File: src/rtl/encode_posit_8_bits_pkg.sv
// Shared constants for the 8-bit, es=0 posit encoder: decoded-word layout,
// special bit patterns and the regime bias.
package encode_posit_8_bits_pkg;

  localparam int DEC_W      = 12;
  localparam int POSIT_W    = 8;

  localparam int INF_BIT    = 11;
  localparam int ZERO_BIT   = 10;
  localparam int SIGN_BIT   = 9;
  localparam int REGIME_LSB = 5;
  localparam int REGIME_W   = 4;
  localparam int FRAC_LSB   = 0;
  localparam int FRAC_W     = 5;

  localparam logic [POSIT_W-1:0] POSIT_NAR  = 8'h80;
  localparam logic [POSIT_W-1:0] POSIT_ZERO = 8'h00;

  localparam logic [REGIME_W-1:0] REGIME_BIAS = 4'd7;
  localparam logic [REGIME_W-1:0] MAX_REGIME  = 4'd13;

endpackage

File: src/rtl/set_posit_regime_run_8_bits.sv
// Maps a biased regime and sign onto the raw regime run: run length r,
// run bit b6, and an illegal flag for regimes outside 0..13.
module set_posit_regime_run_8_bits
  import encode_posit_8_bits_pkg::*;
(
  input  logic [3:0] regime,
  input  logic       sign,
  output logic [2:0] r,
  output logic       b6,
  output logic       illegal
);

  always_comb begin
    r       = 3'd7;
    b6      = 1'b0;
    illegal = 1'b0;
    if (regime > MAX_REGIME) begin
      illegal = 1'b1;
    end else if (regime >= REGIME_BIAS) begin
      // r = 7 - (R - 7) = 14 - R, which is 6 - R[2:0] in 3-bit wraparound
      b6 = sign;
      r  = 3'd6 - regime[2:0];
    end else begin
      b6 = ~sign;
      r  = 3'd7 - regime[2:0];
    end
  end

endmodule

File: src/rtl/encode_posit_8_bits.sv
// Two-stage encoder from decoded posit fields to the raw 8-bit pattern,
// with a single global stall shared by both stages.
module encode_posit_8_bits
  import encode_posit_8_bits_pkg::*;
(
  input  logic                clk,
  input  logic                rst,
  input  logic [DEC_W-1:0]    in_decoded,
  input  logic                in_valid,
  output logic                in_ready,
  output logic [POSIT_W-1:0]  out_posit,
  output logic                out_error,
  output logic                out_valid,
  input  logic                out_ready
);

  logic       advance;
  logic       run_illegal;
  logic       run_b6;
  logic [2:0] run_r;

  logic       dec_inf;
  logic       dec_zero;
  logic       dec_sign;
  logic       dec_error;

  logic              s1_valid;
  logic              s1_nar;
  logic              s1_zero;
  logic              s1_sign;
  logic [FRAC_W-1:0] s1_frac;
  logic [2:0]        s1_r;
  logic              s1_b6;
  logic              s1_err;

  logic [6:0]         regime_bits;
  logic [6:0]         term_bits;
  logic [6:0]         frac_bits;
  logic [POSIT_W-1:0] assembled;

  assign advance  = ~out_valid | out_ready;
  assign in_ready = advance;

  assign dec_inf  = in_decoded[INF_BIT];
  assign dec_zero = in_decoded[ZERO_BIT];
  assign dec_sign = in_decoded[SIGN_BIT];

  set_posit_regime_run_8_bits u_regime_run (
    .regime  (in_decoded[REGIME_LSB +: REGIME_W]),
    .sign    (dec_sign),
    .r       (run_r),
    .b6      (run_b6),
    .illegal (run_illegal)
  );

  // A full-length run of zeros collapses onto 0x00/0x80, which is not a legal ordinary value
  assign dec_error = (dec_inf & dec_zero) |
                     (~dec_inf & ~dec_zero & (run_illegal | ((run_r == 3'd7) & ~run_b6)));

  always_ff @(posedge clk) begin
    if (rst) begin
      s1_valid <= 1'b0;
      s1_nar   <= 1'b0;
      s1_zero  <= 1'b0;
      s1_sign  <= 1'b0;
      s1_frac  <= '0;
      s1_r     <= '0;
      s1_b6    <= 1'b0;
      s1_err   <= 1'b0;
    end else if (advance) begin
      s1_valid <= in_valid;
      s1_nar   <= dec_inf | (~dec_zero & run_illegal);
      s1_zero  <= dec_zero & ~dec_inf;
      s1_sign  <= dec_sign;
      s1_frac  <= in_decoded[FRAC_LSB +: FRAC_W];
      s1_r     <= run_r;
      s1_b6    <= run_b6;
      s1_err   <= dec_error;
    end
  end

  // Body bits 6..0: r copies of b6, the terminator (absent when r=7), then the fraction MSBs
  always_comb begin
    regime_bits = s1_b6 ? ~(7'h7F >> s1_r) : 7'h00;
    term_bits   = s1_b6 ? 7'h00 : (7'h40 >> s1_r);
    frac_bits   = {2'b00, s1_frac} >> (s1_r - 3'd1);
    assembled   = {s1_sign, regime_bits | term_bits | frac_bits};
    if (s1_nar) begin
      assembled = POSIT_NAR;
    end else if (s1_zero) begin
      assembled = POSIT_ZERO;
    end
  end

  always_ff @(posedge clk) begin
    if (rst) begin
      out_valid <= 1'b0;
      out_posit <= '0;
      out_error <= 1'b0;
    end else if (advance) begin
      out_valid <= s1_valid;
      out_posit <= assembled;
      out_error <= s1_err;
    end
  end

endmodule

File: config.mk
export PLATFORM = sky130hd
export DESIGN_NAME = encode_posit_8_bits
export DESIGN_NICKNAME = d
export VERILOG_FILES = /design/src/rtl/encode_posit_8_bits_pkg.sv /design/src/rtl/set_posit_regime_run_8_bits.sv /design/src/rtl/encode_posit_8_bits.sv
export SDC_FILE = /design/constraint.sdc
export NUM_CORES = 1
export LEC_CHECK = 0
export CELL_PAD_IN_SITES_DETAIL_PLACEMENT = 0
export CELL_PAD_IN_SITES_GLOBAL_PLACEMENT = 1
export CORE_MARGIN = 4
export CORE_UTILIZATION = 39
export CTS_BUF_LIST = sky130_fd_sc_hd__clkbuf_8
export DETAILED_ROUTE_END_ITERATION = 7
export PLACE_DENSITY = 0.88
export SLEW_MARGIN = 20
export SYNTH_ARGS = -nofsm -noshare
export SYNTH_HDL_FRONTEND = slang
export SYNTH_SLANG_ARGS = --single-unit
export TNS_END_PERCENT = 30
File: constraint.sdc
create_clock -name clk -period 2.2 [get_ports clk]
set_input_delay 0.44 -clock clk [delete_from_list [all_inputs] [get_ports clk]]
set_output_delay 0.44 -clock clk [all_outputs]
set_load 0.05 [all_outputs]
Word-level counts from Yosys, hierarchy flattened
Index checks and enable logic that the tools add are counted.
- output and inout port bits: 11
- input bits: 16
- memories kept: 0
- register bits: 24
- bits in writable memories: 0
- bits in latches: 0
- bits in read-only memories: 0
- shift operators: 3
- order comparisons: 2
- bitwise operators: 18
- muxes and demuxes: 9
- multipliers: 0
- div/mod/pow operators: 0
- reductions and logical operators: 0
- equality and inequality tests: 1
- add/subtract/negate cells: 3
- operator list (cell ; number):
    $mux 8 ; 2
    $mux 7 ; 2
    $or 7x7->7 ; 2
    $shr 7x3->7 const A ; 2
    $not 7->7 ; 1
    $shr 5x3->7 ; 1
    $and 1x1->1 ; 6
    $mux 3 ; 2
    $sub 3x3->3 const A ; 2
    $not 1->1 ; 5
    $ge 4x3->1 const B ; 1
    $gt 4x4->1 const B ; 1
    $or 1x1->1 ; 4
    $eq 3x3->1 const B ; 1
    $mux 1 ; 3
    $sub 3x1->3 const B ; 1

Longest topological paths before layout
Gate-level depths: netlist (run 1).
- depth after elaboration: 8
- depth in mapped cells: 8

By module
A second synthesis (run 1) with hierarchy kept.
- cells, all modules: 171
- area total of the unflattened synthesis: 1411.4 um^2
- by module, submodules not included (module ; seq. area each (um^2) ; cells an instance ; instances ; area an instance (um^2)):
    encode_posit_8_bits ; 480.5 ; 150 ; 1 ; 1262.5
    set_posit_regime_run_8_bits ; 0.0 ; 21 ; 1 ; 148.9

Worst setup path before layout (run 1)
Ideal clock, no wire load.
- path kind: reg2out
- from: register out_valid
- to: output in_ready
- path slack: 0.358 ns
- data arrival time: 1.402 ns
- cell stages (with the launch flop): 5
- cell sequence: dfxtp_1 nor2b_1 buf_2 clkinv_1 buf_2
- cells in the longest elaborated chain, start to end: 2
- RTL lines (what ; line ; RTL):
    start: declaration ; encode_posit_8_bits.sv:13 ; output logic out_valid,
    start signal: assignment ; encode_posit_8_bits.sv:101 ; out_valid <= s1_valid;
    $not 1->1 ; encode_posit_8_bits.sv:41 ; assign advance = ~out_valid | out_ready;
    $or 1x1->1 ; encode_posit_8_bits.sv:41 ;
    end: declaration ; encode_posit_8_bits.sv:10 ; output logic in_ready,
No other way between the ends.

Final worst setup path (run 1)
- from: input out_ready
- to: output in_ready
- cells in the longest elaborated chain, start to end: 1
- RTL lines (what ; line ; RTL):
    start: declaration ; encode_posit_8_bits.sv:14 ; input logic out_ready
    $or 1x1->1 ; encode_posit_8_bits.sv:41 ;
No other way between the ends.

==> reports/results.txt, run 1 <==
status = completed
via count of the first global-routing pass = 1145
sum of net half-perimeters after detailed placement = 2150 um
area overhead of the layout relative to synthesis = 28.3%
Clk Latency, worst-skew pair = 260 ps
top post-synthesis cells by area = dfxtp_1, ha_1, nand2_1
final net count = 215
Setup violations, final = 0
floorplan die area = 4500 um^2
area occupied by registers = 480 um^2
die width = 67.1 um
DRC marker count from the first detailed-route iteration = 77
setup TNS = 0 ps
number of remaining DRC errors = 0
Post-DP Area = 1680 um^2
proportion of layout cells with a drive suffix above 1 = 7.49%
top-area cell type share of the netlist area = 35.3%
Routed WL per cell = 12.3 um
leakage power total = 0.695 nW
number of distinct standard cells referenced by the synthesized netlist = 37
max-slew violation count = 0
fraction of the cycle the final worst path needs = 90.7%
most frequent cells in the layout = clkdlybuf4s50_1, dfxtp_1, nand2_1
Rel. slew slack = 56.5%
HP Class = reg2reg
final hold violation count = 0
maxcap violations = 0
antenna diode count = 0
Max Freq = 501 MHz
type of element launching the critical path = primary input
clock slew at reported path FFs = 90 ps
max reg flops = 8
Post-CTS Setup Bufs = 0
pin count of the biggest net entering global routing = 26
routed via count divided by cell count = 5.23
wire length of the first global-routing pass = 4840 um
count of input and output buffers = 26
Final Skew = 1.36 ps
top flop regs = out_posit: 8 flops, s1_frac: 5 flops, s1_r: 3 flops
total number of vias = 1219
post-synthesis cell count = 162
global router's overall resource usage = 13.4%
H-Tree Level Count = 1
sequential area share after synthesis = 35.3%
Power, Total = 0.00119 W
#FFs+latches synth = 24
critical path data arrival time = 1560 ps
Pwr per Cell Area = 679 nW/um^2
clock tree from TritonCTS = done
overall die height = 67.1 um
gr ovfl total = 0
type of destination of the critical path = output pin
post-cts resize count = 0
Syn Nets = 189
DRT Pass-1 Iters = 4
num rows = 21
hold bufs inserted after CTS = 0
setup repair after global routing missed its margin = false
required time reported for the critical path endpoint = 1760 ps
Fillers = 338
area of the multi-input gates = 797 um^2
number of antenna violations at the first check in global routing = 0
number of buffers on the longest clock path = 2
number of nets still failing antenna checks after routing = 0
leading cell type in the layout, fill and taps excluded = clkdlybuf4s50_1
library cell occupying the most area in the post-synthesis netlist = dfxtp_1
post-layout instance area = 1750 um^2
count of clock tree sinks = 24
peak supply drop = 0.263 mV
number of top-level pins = 27
category of the critical setup timing path = in2out
Starting Density = 40.5%
Syn. warnings = 0
Tmin final = 2000 ps
DRT Wirelength = 2870 um
core region area = 3360 um^2
CTS buffer count = 3
final weighted congestion of routability-driven global placement = 0.826
Avg Inst Size Synth = 8.41 um^2
netlist area before placement = 1360 um^2
CP Max Fanout = 7
slew at the pin closest to its max-slew limit = 647 ps
register with the most flip-flops = out_posit
root buffer cell = clkbuf_8
-- metrics by stage --
stage               cells  util (%)  hold WS, ps  setup WS [ps]
global route          233      52.0          486           97.9
CTS                   233      52.0          460            185
floorplan             162         -          432            358
detailed placement    229      49.9          448            124
finish                233      52.0          457            204
global placement      229      49.9          443            214
-- critical path, cell delays in order --
cell and delay, ps:
clkdlybuf4s50_1 390, nor2b_1 240, clkinv_1 230, buf_4 250
-- kinds of logic (layout without fill, tap and decap cells) --
family | Yosys count | after routing | share of synthesized area (%)
DFF | 24 | 24 | 35.3
adders and majority gates | 11 | 11 | 10.1
muxes | 10 | 10 | 8.36
xor gates and xnor gates | 3 | 3 | 1.93
AOI/OAI and AO/OA | 40 | 40 | 19.2
buffers and inverters | 19 | 44 | 6.24
and+or+nand+nor | 55 | 55 | 18.9
-- final cells by class --
type                       count  area share [%]
clock buffer                   3            2.36
clock inverter                 1            1.72
inverter                       9            1.93
multi-input combinational    119            45.6
sequential                    24            27.5
tap                           46            3.29
timing repair buffer          31            17.6
-- synthesized netlist by cell type --
master and instances:
nand2_1 23, mux2i_1 8, nand3b_1 2, nor3b_1 2, o22ai_1 6, a21oi_1 15, buf_2 5, a22oi_1 3
dfxtp_1 24, clkinv_1 1, nor2b_1 3, nand4bb_1 1, a211oi_1 1, ha_1 11, nor2_1 14, mux2_2 1
a22oi_2 1, o311ai_0 1, buf_1 1, nor3_1 5, o2bb2ai_1 2, a2111oi_2 1, nand4_1 1, buf_6 1
a221oi_1 2, nand2b_1 1, and3_1 1, mux4_2 1, inv_1 8, xor2_1 1, or3_1 1, or3b_1 1
clkbuf_1 3, o21ai_0 6, o221ai_1 1, xnor2_1 2, a2bb2oi_1 1
-- final timing paths --
kind	slack [ps]	depth (start not counted)	startpoint	end
worst max-delay path	200	4	out_ready	in_ready
worst min register to register	460	2	out_error$_SDFFE_PP0P_	out_error$_SDFFE_PP0P_
worst max register to register	300	7	s1_r[1]$_SDFFE_PP0P_	out_posit[0]$_SDFFE_PP0P_
worst min-delay path	460	2	out_error$_SDFFE_PP0P_	out_error$_SDFFE_PP0P_
-- routing by layer --
| layer | GRT usage, % | part of all wire (%) | vias up |
|---|---|---|---|
| li1 | - | - | 619 |
| met1 | 16.2 | 45 | 573 |
| met2 | 24.9 | 51 | 23 |
| met3 | 1.18 | 2.7 | 4 |
| met4 | 3.80 | 1.5 | 0 |
| met5 | 0 | 0 | - |
-- power breakdown --
part           switching, W  leakage (nW)  internal, W
sequential        0.0000327         0.198     0.000466
clock              0.000144        0.0357     0.000243
combinational      0.000164         0.461     0.000139
(Power assumes the default switching activity.)
==> inputs of run 2 (changes only) <==
--- a/config.mk
+++ b/config.mk
@@ -5,6 +5,7 @@
 export SDC_FILE = /design/constraint.sdc
 export NUM_CORES = 1
 export LEC_CHECK = 0
+export CAP_MARGIN = 5
 export CELL_PAD_IN_SITES_DETAIL_PLACEMENT = 0
 export CELL_PAD_IN_SITES_GLOBAL_PLACEMENT = 1
 export CORE_MARGIN = 4
@@ -12,7 +13,7 @@
 export CTS_BUF_LIST = sky130_fd_sc_hd__clkbuf_8
 export DETAILED_ROUTE_END_ITERATION = 7
 export PLACE_DENSITY = 0.88
-export SLEW_MARGIN = 20
+export SLEW_MARGIN = 0
 export SYNTH_ARGS = -nofsm -noshare
 export SYNTH_HDL_FRONTEND = slang
 export SYNTH_SLANG_ARGS = --single-unit
==> results of run 2 <==
No change in the layout: final DEF, timing and power equal those of run 1.
==> inputs of run 3 (changes only) <==
--- a/config.mk
+++ b/config.mk
@@ -5,14 +5,15 @@
 export SDC_FILE = /design/constraint.sdc
 export NUM_CORES = 1
 export LEC_CHECK = 0
+export ABC_AREA = 1
 export CAP_MARGIN = 5
 export CELL_PAD_IN_SITES_DETAIL_PLACEMENT = 0
 export CELL_PAD_IN_SITES_GLOBAL_PLACEMENT = 1
 export CORE_MARGIN = 4
-export CORE_UTILIZATION = 39
+export CORE_UTILIZATION = 38
 export CTS_BUF_LIST = sky130_fd_sc_hd__clkbuf_8
 export DETAILED_ROUTE_END_ITERATION = 7
-export PLACE_DENSITY = 0.88
+export PLACE_DENSITY = 0.89
 export SLEW_MARGIN = 0
 export SYNTH_ARGS = -nofsm -noshare
 export SYNTH_HDL_FRONTEND = slang
==> constraint.sdc (replaced) <==
create_clock -name clk -period 2.1 [get_ports clk]
set_input_delay 0.42 -clock clk [delete_from_list [all_inputs] [get_ports clk]]
set_output_delay 0.42 -clock clk [all_outputs]
set_load 0.05 [all_outputs]
==> run 3 against run 2 <==
- hold slack got worse by 1.2 ps
- global-route usage about the same
- sequential cell count unchanged
- wire length decreased by 2.5%
- setup slack improved by 48 ps
- largest power group unchanged
==> reports/results.txt, run 3 <==
status = completed
number of top-level pins = 27 (unchanged)
Starting Density = 39.9% (-0.65 points)
leading post-synthesis cells by instance count = nand2_1, dfxtp_1, nor2_1
most frequent cells in the layout = nand2_1, clkdlybuf4s50_1, dfxtp_1
net switching share of the total power = 30.7% (+2.1 points)
cell-internal power = 0.000889 W (+4.9%)
final weighted congestion of routability-driven global placement = 0.881 (+6.7%)
number of distinct standard cells referenced by the synthesized netlist = 26 (-30%)
source of the worst hold timing path = s1_sign$_SDFFE_PP0P_
Final Skew = 4.46 ps (+3.10 ps)
setup TNS = 0 ps (unchanged)
category of the critical setup timing path = reg2out
type of destination of the critical path = output pin
CTS buffer count = 3 (unchanged)
count of clock tree sinks = 24 (unchanged)
gate family responsible for the most delay along the worst path = buffers and inverters
root buffer cell = clkbuf_8
total number of vias = 1244 (+2.1%)
number of antenna violations at the first check in global routing = 0 (unchanged)
max reg flops = 8 (unchanged)
Avg Inst Size Synth = 7.15 um^2 (-15%)
number of buffers on the longest clock path = 2 (unchanged)
post-cts resize count = 0 (unchanged)
Syn. warnings = 0 (unchanged)
list of cells traversed by the critical path = clkdlybuf4s50_1
Post-CTS Setup Bufs = 0 (unchanged)
pin count of the biggest net entering global routing = 20 (-23%)
#FFs+latches synth = 24 (unchanged)
top flop regs = out_posit: 8 flops, s1_frac: 5 flops, s1_r: 3 flops
netlist area before placement = 1350 um^2 (-0.83%)
overall die height = 67.6 um (+0.78%)
Tmin final = 1850 ps
top post-synthesis cells by area = dfxtp_1, nand2_1, ha_1
maxcap violations = 0 (unchanged)
clock slew at reported path FFs = 90 ps (about the same)
core region area = 3390 um^2 (+0.78%)
critical path data arrival time = 1430 ps (-130 ps)
combinational share of power = 27.7% (+2.2 points)
post-synthesis cell count = 189 (+17%)
register with the most flip-flops = out_posit
library cell occupying the most area in the post-synthesis netlist = dfxtp_1
number of enable flip-flop cells after synthesis = 0 (unchanged)
DRT Pass-1 Iters = 4 (unchanged)
type of element launching the critical path = register
leading cell type in the layout, fill and taps excluded = nand2_1
wire length of the first global-routing pass = 4780 um (-1.3%)
number of nets still failing antenna checks after routing = 0 (unchanged)
proportion of layout cells with a drive suffix above 1 = 13.3% (+5.8 points)
switching pwr = 0.000394 W (+16%)
Max Freq = 541 MHz
top-area cell type share of the netlist area = 35.6% (+0.29 points)
HP Class = reg2reg
critical path's largest stage delay = 810 ps (+420 ps)
gr ovfl total = 0 (unchanged)
Clk Latency, worst-skew pair = 270 ps (about the same)
hold bufs inserted after CTS = 0 (unchanged)
slew at the pin closest to its max-slew limit = 502 ps (-144 ps)
Reg2Reg Setup Slack = 350 ps (+50 ps)
slowest cell on the critical path = clkdlybuf4s50_1
num rows = 21 (unchanged)
Synth async-reset ratio = 0% (unchanged)
Setup violations, final = 0 (unchanged)
area overhead of the layout relative to synthesis = 29.4%
via count of the first global-routing pass = 1117 (-2.4%)
final net count = 246 (+14%)
Seq pwr share = 40.6% (-1.4 points)
Pwr per Cell Area = 734 nW/um^2 (+8.0%)
most frequently used cell type in the post-synthesis netlist = nand2_1
clock share of power = 31.7% (-0.9 points)
floorplan die area = 4570 um^2 (+1.6%)
worst reg-to-reg path cell count = 9 (+2)
required time reported for the critical path endpoint = 1680 ps (-80 ps)
most common flop cell mapped by yosys = dfxtp_1
sequential area share after synthesis = 35.6% (+0.29 points)
sum of net half-perimeters after detailed placement = 2150 um (-0.31%)
setup repair after global routing missed its margin = false
number of buffers and inverters on the critical path = 1 (-2)
DRC marker count from the first detailed-route iteration = 90 (+17%)
Routed WL per cell = 10.6 um (-14%)
antenna diode count = 0 (unchanged)
number of instances on the worst hold path = 2 (unchanged)
placed insts = 260 (+14%)
Syn Nets = 216 (+14%)
clock tree from TritonCTS = done
routed via count divided by cell count = 4.71 (-9.9%)
DRT Wirelength = 2800 um (-2.5%)
peak supply drop = 0.379 mV (+44%)
Rel. slew slack = 66.4% (+9.9 points)
WHS Endpoint = s1_sign$_SDFFE_PP0P_
CP Max Fanout = 2 (-5)
number of remaining DRC errors = 0 (unchanged)
final hold violation count = 0 (unchanged)
worst r2r src = s1_r[1]$_SDFFE_PP0P_
endpoint of the most critical register-to-register path = out_posit[1]$_SDFFE_PP0P_
fraction of the cycle the final worst path needs = 88.0%
max-slew violation count = 0 (unchanged)
leakage power total = 0.794 nW (+14%)
Cell Count, Final, Fillers Out = 264 (+13%)
H-Tree Level Count = 1 (unchanged)
global router's overall resource usage = 13.4% (-0.026 points)
die width = 67.6 um (+0.78%)
count of input and output buffers = 26 (unchanged)
-- run 3: changes by cell type in the layout (fill, tap and decap cells not counted), sizes merged, moves of 3 or more --
| cell | change |
|---|---|
| nand2 | +21 |
| inv | +15 |
| o21ai | +13 |
| nor2 | +11 |
| nand3 | +9 |
| mux2i | -8 |
| o22ai | -5 |
| nor3 | -4 |
| nor2b | -3 |
| o211ai | +3 |
-- run 3: through the flow --
stage | total power, W | hold slack, ps | setup slack, ps | cell area (um^2) | utilization [%]
3_3_place_gp | 0.000888 | 440 | 150 | 1680 | 49.5
3_5_place_dp | 0.000889 | 446 | 104 | 1680 | 49.5
2_1_floorplan | 0.000771 | 431 | 419 | 1350 | -
6_report | 0.00128 | 455 | 252 | 1750 | 51.6
4_1_cts | 0.00130 | 460 | 243 | 1750 | 51.6
5_1_grt | 0.00135 | 486 | 210 | 1750 | 51.6
-- run 3: final cells by class --
cell class,count,area (um^2)
repair buffers,31,295
multi-input cells,136,757
fillers,349,1640
clock buffers,3,41.3
inverters,23,86.3
flip-flops and latches,24,480
well taps,46,57.6
clock inverters,1,30.0
-- run 3: kinds of logic after synthesis --
family | Yosys count | synth area share, %
flip-flops | 24 | 35.6
adder cells (fa/ha/maj) | 11 | 10.2
buffers and inverters | 29 | 8.43
AO/OA/AOI/OAI | 45 | 19.2
AND/OR/NAND/NOR | 79 | 26.0
XOR/XNOR | 1 | 0.648
-- run 3: worst max-delay path by stage --
stage,from,to,slack [ps],cells after the start
2_1_floorplan,s1_r[0]$_SDFFE_PP0P_,out_posit[1]$_SDFFE_PP0P_,420,9
3_3_place_gp,in_decoded[5],s1_err$_SDFFE_PP0P_,150,12
3_5_place_dp,in_decoded[5],s1_err$_SDFFE_PP0P_,100,12
4_1_cts,out_posit[1]$_SDFFE_PP0P_,out_posit[1],240,1
5_1_grt,out_posit[5]$_SDFFE_PP0P_,out_posit[5],210,1
6_report,out_posit[5]$_SDFFE_PP0P_,out_posit[5],250,1
-- run 3: per-layer routing --
layer / track usage, % / part of all wire [%] / up-vias
met5: 0 / 0 / -
met4: 4.56 / 1.4 / 0
met3: 1.50 / 3.6 / 5
met2: 22.0 / 45 / 26
met1: 18.0 / 50 / 538
li1: - / - / 675
-- run 3: power by group through the flow --
stage               clock [W]  combinational (W)  sequential, W
finish               0.000406           0.000355       0.000521
global route         0.000427           0.000397       0.000525
CTS                  0.000416           0.000359       0.000521
detailed placement          0           0.000357       0.000532
global placement            0           0.000358       0.000530
floorplan                   0           0.000181       0.000590
